$ cat config.mk
export PLATFORM = sky130hd
export DESIGN_NAME = pe_mac
export DESIGN_NICKNAME = d
export VERILOG_FILES = /design/src/rtl/pe_pkg.sv /design/src/rtl/pe_mac_sat.sv /design/src/rtl/pe_mac.sv
export SDC_FILE = /design/constraint.sdc
export NUM_CORES = 1
export LEC_CHECK = 0
export BUFFER_PORTS_ARGS = -buffer_cell sky130_fd_sc_hd__buf_2
export CAP_MARGIN = 20
export CORE_MARGIN = 1.5
export CORE_UTILIZATION = 45
export CTS_BUF_LIST = sky130_fd_sc_hd__clkbuf_8
export CTS_CLUSTER_DIAMETER = 150
export CTS_CLUSTER_SIZE = 40
export DETAILED_ROUTE_END_ITERATION = 8
export PLACE_DENSITY = 0.74
export SETUP_SLACK_MARGIN = 0.5
export SLEW_MARGIN = 20
export SYNTH_ARGS = -nofsm -noshare
export SYNTH_HDL_FRONTEND = slang
export SYNTH_SLANG_ARGS = --single-unit
$ cat constraint.sdc
create_clock -name clk -period 10.6 [get_ports clk]
set_clock_uncertainty 0.1 [all_clocks]
set_input_delay 2.65 -clock clk [delete_from_list [all_inputs] [get_ports clk]]
set_output_delay 2.65 -clock clk [all_outputs]
set_load 0.01 [all_outputs]
$ cat src/rtl/pe_pkg.sv
// Shared types and defaults for the systolic processing element (pe_mac).
// No logic; the saturating build is selected with PE_MAC_SAT_EN in pe_mac_sat.
package pe_pkg;

  typedef enum logic [1:0] {
    PE_IDLE = 2'd0,
    PE_LOAD = 2'd1,
    PE_WS   = 2'd2,
    PE_OS   = 2'd3
  } pe_mode_t;

  localparam int PE_DW = 8;
  localparam int PE_AW = 20;

endpackage

$ cat src/rtl/pe_mac_sat.sv
// Signed AW-bit adder with overflow detect; clamps when PE_MAC_SAT_EN is defined, wraps otherwise.
// Combinational, zero latency; no flow control.
module pe_mac_sat #(
  parameter int AW = 20
) (
  input  logic signed [AW-1:0] a,
  input  logic signed [AW-1:0] b,
  output logic signed [AW-1:0] sum,
  output logic                 ovf
);

  logic signed [AW-1:0] raw;

  assign raw = a + b;
  // Overflow only when both operands share a sign and the result does not.
  assign ovf = (a[AW-1] == b[AW-1]) && (raw[AW-1] != a[AW-1]);

`ifdef PE_MAC_SAT_EN
  always_comb begin
    sum = raw;
    if (ovf) begin
      sum = a[AW-1] ? {1'b1, {(AW-1){1'b0}}} : {1'b0, {(AW-1){1'b1}}};
    end
  end
`else
  assign sum = raw;
`endif

endmodule

$ cat src/rtl/pe_mac.sv
// Weight-/output-stationary MAC processing element; outputs registered, 1-cycle latency.
// valid-only (no backpressure); optional clamping via PE_MAC_SAT_EN in pe_mac_sat.
module pe_mac
  import pe_pkg::*;
#(
  parameter int DW = PE_DW,
  parameter int AW = PE_AW
) (
  input  logic                 clk,
  input  logic                 rst,
  input  logic [1:0]           mode_i,
  input  logic                 valid_i,
  input  logic signed [DW-1:0] act_i,
  input  logic signed [DW-1:0] wgt_i,
  input  logic signed [AW-1:0] psum_i,
  input  logic                 swap_i,
  output logic signed [DW-1:0] act_o,
  output logic                 valid_o,
  output logic [1:0]           mode_o,
  output logic signed [AW-1:0] psum_o,
  output logic                 ovf_o
);

  localparam int PW = 2 * DW;

  if (AW < 2 * DW) begin : g_bad_aw
    $error("pe_mac: AW must be at least 2*DW");
  end

  pe_mode_t             state;
  pe_mode_t             mode_in;
  logic signed [DW-1:0] shadow_w;
  logic signed [DW-1:0] active_w;
  logic signed [DW-1:0] mul_b;
  logic signed [PW-1:0] act_x;
  logic signed [PW-1:0] mul_x;
  logic signed [PW-1:0] prod;
  logic signed [AW-1:0] acc;
  logic signed [AW-1:0] add_a;
  logic signed [AW-1:0] add_b;
  logic signed [AW-1:0] add_sum;
  logic                 add_ovf;
  logic                 is_os;
  logic                 is_ws;
  logic                 restart;

  assign mode_in = pe_mode_t'(mode_i);
  assign is_ws   = valid_i && (mode_in == PE_WS);
  assign is_os   = valid_i && (mode_in == PE_OS);
  // Any accepted OS beat arriving from a non-OS state starts a fresh accumulation.
  assign restart = (state != PE_OS);

  // One multiplier serves both datapaths: streamed weight in OS, stationary weight otherwise.
  assign mul_b = (mode_in == PE_OS) ? wgt_i : active_w;
  assign act_x = PW'(act_i);
  assign mul_x = PW'(mul_b);
  assign prod  = act_x * mul_x;

  assign add_a = (mode_in == PE_OS) ? (restart ? '0 : acc) : psum_i;
  assign add_b = AW'(prod);

  pe_mac_sat #(.AW(AW)) u_sat (
    .a   (add_a),
    .b   (add_b),
    .sum (add_sum),
    .ovf (add_ovf)
  );

  always_ff @(posedge clk or posedge rst) begin
    if (rst) begin
      state    <= PE_IDLE;
      act_o    <= '0;
      valid_o  <= 1'b0;
      mode_o   <= PE_IDLE;
      psum_o   <= '0;
      acc      <= '0;
      shadow_w <= '0;
      active_w <= '0;
      ovf_o    <= 1'b0;
    end else begin
      act_o   <= act_i;
      valid_o <= valid_i;
      mode_o  <= mode_i;
      if (valid_i) begin
        state <= mode_in;
        case (mode_in)
          PE_LOAD: shadow_w <= wgt_i;
          PE_WS:   psum_o   <= add_sum;
          PE_OS: begin
            acc    <= add_sum;
            psum_o <= add_sum;
          end
          default: ;
        endcase
        // Swap reads the pre-edge shadow, so a same-cycle LOAD commits the older weight.
        if (swap_i && (mode_in != PE_IDLE)) begin
          active_w <= shadow_w;
        end
        if ((is_ws || is_os) && add_ovf) begin
          ovf_o <= 1'b1;
        end
      end
    end
  end

endmodule

# Word level (Yosys, flattened, before mapping)

Index checks and enable logic that the tools add are counted.

$add $sub $neg: 1
Multipliers: 1
Equality and inequality tests: 6
Mux-type cells: 3
Reduce and logical (&&, ||, !) cells: 13

Operators with widths:

| operator                                             | number |
|---|---|
| two-way mux 20 bit                                   | 2 |
| adder 20 x 16 -> 20 bit                              | 1 |
| multiplier 8 x 8 -> 16 bit                           | 1 |
| AND reduction 2 bit                                  | 5 |
| two-way mux 8 bit                                    | 1 |
| logical AND 1 bit                                    | 5 |
| equality test 2 bit (second input constant)          | 2 |
| equality test 2 x 1 -> 1 bit (second input constant) | 1 |
| != test 2 bit (second input constant)                | 1 |
| nonzero test 2 bit                                   | 1 |
| OR reduction 2 bit                                   | 1 |
| equality test 1 bit                                  | 1 |
| logical OR 1 bit                                     | 1 |
| != test 1 bit                                        | 1 |

Register bits after elaboration: 70
Input bits: 42
Output and inout bits: 32
Logic and storage cells: 33

# Logic depth before layout (Yosys ltp)

Gate-level depths: netlist of the first run.

Depth in word-level cells: 8
Depth in mapped cells: 33
Mapped depth without buffers: 31

# By module

Synthesis of the first run repeated with hierarchy kept, for this count alone.

Cell total of the unflattened synthesis: 589
Area total of the unflattened synthesis: 6289.8 um^2

Modules (own cells, without submodules):

| module     | times used | cells an instance | area an instance (um^2) | sequential area each (um^2) |
|---|---|---|---|---|
| pe_mac     | 1          | 459               | 5313.8                  | 1751.7 |
| pe_mac_sat | 1          | 130               | 975.9                   | 0.0 |

# Least setup slack after synthesis of the first run

Ideal clock, no wire load.

Path kind: in2reg
Start point: input port mode_i[0]
End point: register acc[18]
Setup time: 77 ps
Data arrival time: 9284 ps
Data required time: 10423 ps
Path slack: 1139 ps
Stages: 32
Buffers on the path: 2
Cell sequence: nand2_1 clkbuf_1 buf_1 mux2i_1 nor2b_1 fa_1 inv_1 fa_1 inv_1 fa_1 inv_1 fa_1 inv_1 ha_1 a21oi_1 o21bai_1 a21oi_1 nand2b_1 a21boi_0 o21ai_0 nand2b_1 a21oi_1 xnor2_1 ha_1 a2111oi_0 nor2_1 a31oi_1 o31ai_1 o21ai_1 a21bo_2 mux2_2 o21ai_1

Longest elaborated chain between the ends: 4
Elaborated cells between the ends (all ways): 6
Those cells by class: 1 x add/sub; 1 x mul; 1 x eq/ne; 2 x mux; 1 x reduce/logical

RTL lines:

| element                    | RTL line                                 | text |
|---|---|---|
| from (decl)                | pe_mac.sv:11                             | `input logic [1:0] mode_i,` |
| equality test 2 bit *      | pe_mac.sv:54, pe_mac.sv:59, pe_mac.sv:86 |  |
| two-way mux 8 bit          | pe_mac.sv:54                             | `assign mul_b = (mode_in == PE_OS) ? wgt_i : active_w;` |
| multiplier 8 x 8 -> 16 bit | pe_mac.sv:57                             | `assign prod = act_x * mul_x;` |
| adder 20 x 16 -> 20 bit    | pe_mac_sat.sv:14                         | `assign raw = a + b;` |
| to (signal assigned)       | pe_mac.sv:90                             | `acc <= add_sum;` |
| to (decl)                  | pe_mac.sv:38                             | `logic signed [AW-1:0] acc;` |

Every way passes the cells marked *; elsewhere a longest branch is shown, timed or not.
A chain may end at the register's enable or synchronous reset.

# Worst setup path after layout of the first run

Same ends and word-level chain as after synthesis.

==> metrics.txt, run 1 <==
post_cts resized 0; actual slew at the worst max-slew pin 0.874 ns; layout net count 846; First-pass DRT Iterations 4; gp weighted congestion 0.849; top cells by count, synth inv_1, dfrtp_1, nand2_1, fa_1, ha_1; Antenna diodes 0; Yosys top cell area share 28.5%; Routed Wire Length 13100 um; Post-Syn Nets 772; ys async rst share 100%; clock root cell clkbuf_8; CP max stage delay 0.54 ns; status finished clean; post-synthesis cell count 628; Die ar. 14300 um2; total global-route track usage 20.3%; Mapped Area 6140 um2; fin crit share 88.2%; post-synth top area cell dfrtp_1; initial antenna violation count 0; largest net degree at the start of global routing 71; HP Class reg -> reg; slowest cell on the critical path fa_1; EDFF count, synth 0; Final HPWL DP 10300 um; Slew HR 41.7%; share of cells above drive strength 1 19.0%; most frequent cell after synthesis inv_1; fin crit period 9.34 ns; Fill cells 1189; synth unique cells 52; fmax 107 MHz; Die Y-Extent 120 um; Final Hold Vio Count 0; post-synthesis sequential element count 70; TritonCTS clock tree built; Hold-fix buffers, CTS 0; vias 4508; worst-path fanout max 9; Starting Density 46.2%; syn_area_per_cell 9.77 um2; Post-CTS Setup Bufs 0; first-pass GRT wire length 23000 um; clock sink count 70; Yosys warnings 0; CP delay by family, top adder cells; final setup fails 0; area delta synth->final 12.4%; vias in the first global route 4793; CTS buffer count 9; Seq. cell area 1750 um2; Worst Path Arrival 9.54 ns; final antenna-violating net count 0; Hold Slack 0.371 ns; worst skew pair latency 0.37 ns; Multi-input gate area 3960 um2; FP Rows 42; die width 120 um; clk slew on worst S/H paths 0.08 ns; core area 13300 um2; count of pins over their slew limit 0; Crit. End Element flip-flop; Top Ports 74; kind of critical path in -> reg; Max Cap Viol 0; sequential area share after synthesis 28.5%; 1st-iter DRT viols 202; RSZ-0062 raised after global routing no; Vias/cell 5.11; DRC Markers 0; Port-buffer cells 73; final setup TNS 0 ns; WP buf/inv 5; WL/cell 14.8 um; H-tree levels 3; maximum root-to-sink buffer count 2; Synth Flop Type dfrtp_1; startpoint types input pin; Worst Path Required 10.80 ns; GR Overflow Total 0; Area contributors post-synth dfrtp_1, fa_1, ha_1
layout by cell type, fill, tap and decap left out, drive strengths merged, types with 2 or more instances in the layout:
cell      Yosys  layout
a221oi        3       3
or2           3       3
fa           56      56
nand2        60      60
nor2         16      16
nor4          2       2
inv         100     101
mux2i         8       8
a21boi        2       2
a21o          9       9
o211ai        4       4
o21a          2       2
a211oi        2       2
buf           2      80
and3          2       2
a22oi         4       4
o21bai        6       6
mux2         23      23
and2         14      14
or3           2       2
xnor2        25      25
o31ai         2       2
xor2         10      10
a22o         18      18
clkbuf       15      11
a31oi         2       2
a2111oi       2       2
clkinvlp      0       2
nand2b        6       6
a21oi        20      20
ha           46      46
dfrtp        70      70
a211o         2       2
o21ai        45      45
nand3         4       4
nor3          4       4
nor2b        31      31
worst reg2reg max path: cells and delay by family, from the launching register on:
family / cells / cell delay (ns)
buf+inv: 4 / 0.23
fa+ha+maj: 6 / 2.62
xor+xnor: 1 / 0.09
simple gates: 4 / 0.51
mux: 2 / 0.68
flops: 1 / 0.38
compound gates: 12 / 2.13
routing by layer:
layer  wire [um]  global-route usage (%)
met5           0                       0
met4         197                    6.03
met3         556                    3.80
met2        6580                    35.0
met1        5720                    26.0
final cells by class:
type                       instances  share of cell area (%)
multi-input combinational        441                    57.4
sequential                        70                    25.4
timing repair buffer              80                    6.06
inverter                         100                    5.44
tap                              176                    3.19
clock buffer                      11                    2.20
clock inverter                     4                   0.345
state kept, by name, summed over array words and instances, names as in the netlist:
signal	count
acc	20
psum_o	20
act_o	8
active_w	8
shadow_w	8
mode_o	2
state	2
ovf_o	1
valid_o	1
path summary, 6_finish.rpt:
kind / from / to / slack (ns) / cells past startpoint
setup / recovery: mode_i[0] / acc[18]$_DFFE_PP0P_ / 1.26 / 31
hold reg to reg: ovf_o$_DFFE_PP0P_ / ovf_o$_DFFE_PP0P_ / 0.37 / 1
setup reg to reg: active_w[4]$_DFFE_PP0P_ / acc[18]$_DFFE_PP0P_ / 3.81 / 29
max in group asynchronous: rst / acc[11]$_DFFE_PP0P_ / 7.40 / 3
min in group asynchronous: rst / active_w[0]$_DFFE_PP0P_ / 2.43 / 3
hold / removal: ovf_o$_DFFE_PP0P_ / ovf_o$_DFFE_PP0P_ / 0.37 / 1
through the flow:
step                      worst slack [ns]  area (um2)  util, %  instances
after global placement               0.911        6710     50.5        867
after detailed placement             0.740        6710     50.5        867
final                                 1.26        6900     51.9        882
after global routing                 0.558        6900     51.9        882
after floorplan                       1.14        6140        -        628
after CTS                             1.12        6880     51.8        882
cells by family (layout without fill, tap and decap cells):
family | Yosys count | in the layout | share of synthesized area, %
mux | 31 | 31 | 5.53
fa+ha+maj | 102 | 102 | 27.7
compound gates | 126 | 126 | 14.0
flops | 70 | 70 | 28.5
xor+xnor | 35 | 35 | 5.30
simple gates | 147 | 147 | 11.8
buf+inv | 117 | 195 | 7.18
Power of run 1 is left out: the tool's default activity adds up to more than one toggle a clock period on the data nets, which glitch-free logic cannot reach.
==> run 2: changes to the inputs <==
--- a/config.mk
+++ b/config.mk
@@ -15,2 +15,3 @@
 export DETAILED_ROUTE_END_ITERATION = 8
+export HOLD_SLACK_MARGIN = 0.06
 export PLACE_DENSITY = 0.74
==> constraint.sdc (replaced) <==
create_clock -name clk -period 10.6 [get_ports clk]
set_clock_uncertainty 0.1 [all_clocks]
set_input_delay 1.59 -clock clk [delete_from_list [all_inputs] [get_ports clk]]
set_output_delay 1.59 -clock clk [all_outputs]
set_load 0.01 [all_outputs]
==> metrics.txt, run 2 (synthesized netlist as in run 1, its figures left out) <==
Top Ports 74 (unchanged); share of cells above drive strength 1 18.6% (-0.40 points); final setup TNS 0 ns (unchanged); clock root cell clkbuf_8; area delta synth->final 12.1%; clock sink count 70 (unchanged); die width 120 um (unchanged); Max Cap Viol 0 (unchanged); largest net degree at the start of global routing 71 (unchanged); Vias/cell 5.22 (+2.2%); worst skew pair latency 0.39 ns (+0.02 ns); final antenna-violating net count 0 (unchanged); startpoint types input pin; Port-buffer cells 73 (unchanged); gp weighted congestion 0.842 (-0.73%); vias 4603 (+2.1%); CTS buffer count 9 (unchanged); worst-path fanout max 9 (unchanged); slowest cell on the critical path mux2i_1; commonest non-fill, non-tap cells in the layout inv_1, buf_2, dfrtp_1, nand2_1, fa_1; Fill cells 1228 (+3.3%); clk slew on worst S/H paths 0.08 ns (about the same); fin crit share 80.4% (-7.8 points); fmax 117 MHz (+9.7%); H-tree levels 3 (unchanged); DRC Markers 0 (unchanged); Starting Density 46.2% (unchanged); status finished clean; Worst Path Required 10.81 ns (about the same); CP max stage delay 0.68 ns (+0.14 ns); final setup fails 0 (unchanged); Slew HR 40.8% (-0.91 points); commonest non-fill, non-tap cell in the layout inv_1; core area 13300 um2 (unchanged); vias in the first global route 4866 (+1.5%); count of pins over their slew limit 0 (unchanged); layout net count 844 (-0.24%); Critical Path Most Common Cell fa_1; fin crit period 8.52 ns (-0.823 ns); First-pass DRT Iterations 4 (unchanged); Worst Path Arrival 8.73 ns (-0.81 ns); WL/cell 15.1 um (+1.8%); placed cells 865 (-0.23%); maximum root-to-sink buffer count 2 (unchanged); first-pass GRT wire length 22700 um (-1.2%); Hold-fix buffers, CTS 0 (unchanged); Cell Area, Placed 6690 um2 (-0.22%); 1st-iter DRT viols 205 (+1.5%); Die Y-Extent 120 um (unchanged); Routed Wire Length 13300 um (+1.7%); actual slew at the worst max-slew pin 0.888 ns (+0.0136 ns); post_cts resized 0 (unchanged); FP Rows 42 (unchanged); final cell count without fillers 881 (-0.11%); TritonCTS clock tree built; Crit. End Element flip-flop; Final HPWL DP 10400 um (+0.49%); initial antenna violation count 0 (unchanged); HP Class reg -> reg; Die ar. 14300 um2 (unchanged); Post-CTS Setup Bufs 0 (unchanged); total global-route track usage 20.2% (-0.13 points); Antenna diodes 0 (unchanged); RSZ-0062 raised after global routing no; kind of critical path in -> reg; GR Overflow Total 0 (unchanged); Largest regs acc: 20 flops, psum_o: 20 flops; Final Instance Area 6880 um2 (-0.27%); Final Hold Vio Count 0 (unchanged)
run 2: changes by cell type in the layout (fill, tap and decap cells not counted):
| cell | delta |
|---|---|
| clkinv_4 | +3 |
| mux2i_1 | +3 |
| mux2i_2 | -3 |
| buf_4 | -2 |
| clkbuf_8 | -2 |
| clkinvlp_4 | -1 |
| inv_1 | -1 |
| inv_6 | +1 |
| inv_8 | +1 |
run 2: final cells by class:
cell class / instances / area (um2) / share of cell area [%]
Multi-Input combinational cell: 441 / 3940 / 57.4
Clock inverter: 7 / 58.8 / 0.855
Tap cell: 176 / 220 / 3.20
Sequential cell: 70 / 1750 / 25.5
Clock buffer: 9 / 124 / 1.80
Inverter: 100 / 375 / 5.46
Timing Repair Buffer: 78 / 403 / 5.86
run 2: final timing paths:
kind / start / endpoint / slack, ns / depth (start not counted)
setup / recovery: mode_i[0] / acc[18]$_DFFE_PP0P_ / 2.08 / 27
hold / removal: ovf_o$_DFFE_PP0P_ / ovf_o$_DFFE_PP0P_ / 0.37 / 1
setup reg to reg: active_w[7]$_DFFE_PP0P_ / acc[18]$_DFFE_PP0P_ / 3.55 / 25
hold reg to reg: ovf_o$_DFFE_PP0P_ / ovf_o$_DFFE_PP0P_ / 0.37 / 1
max in group asynchronous: rst / act_o[3]$_DFF_PP0_ / 8.46 / 3
min in group asynchronous: rst / shadow_w[6]$_DFFE_PP0P_ / 1.37 / 3
run 2: worst max-delay path: cells and delay by family:
kind                     cells  cell delay (ns)
AND/OR/NAND/NOR              3             0.66
AO/OA/AOI/OAI               11             2.20
buffers and inverters        4             0.36
XOR/XNOR                     1             0.15
adder cells (fa/ha/maj)      6             2.78
multiplexers                 2             1.01
run 2: routing by layer:
layer,global-route usage (%),vias up,share of wire (%)
li1,-,2209,-
met2,33.9,111,48
met1,26.0,2263,45
met5,0,-,0
met4,6.99,0,1.7
met3,4.13,20,4.9
run 2: per-stage QoR:
step	hold slack [ns]	setup slack (ns)	util (%)
3_3_place_gp	0.344	1.98	50.3
6_report	0.370	2.08	51.7
2_1_floorplan	0.351	2.20	-
4_1_cts	0.371	2.16	51.7
5_1_grt	0.408	1.50	51.7
3_5_place_dp	0.350	1.76	50.3
Power of run 2 is left out for the same reason.
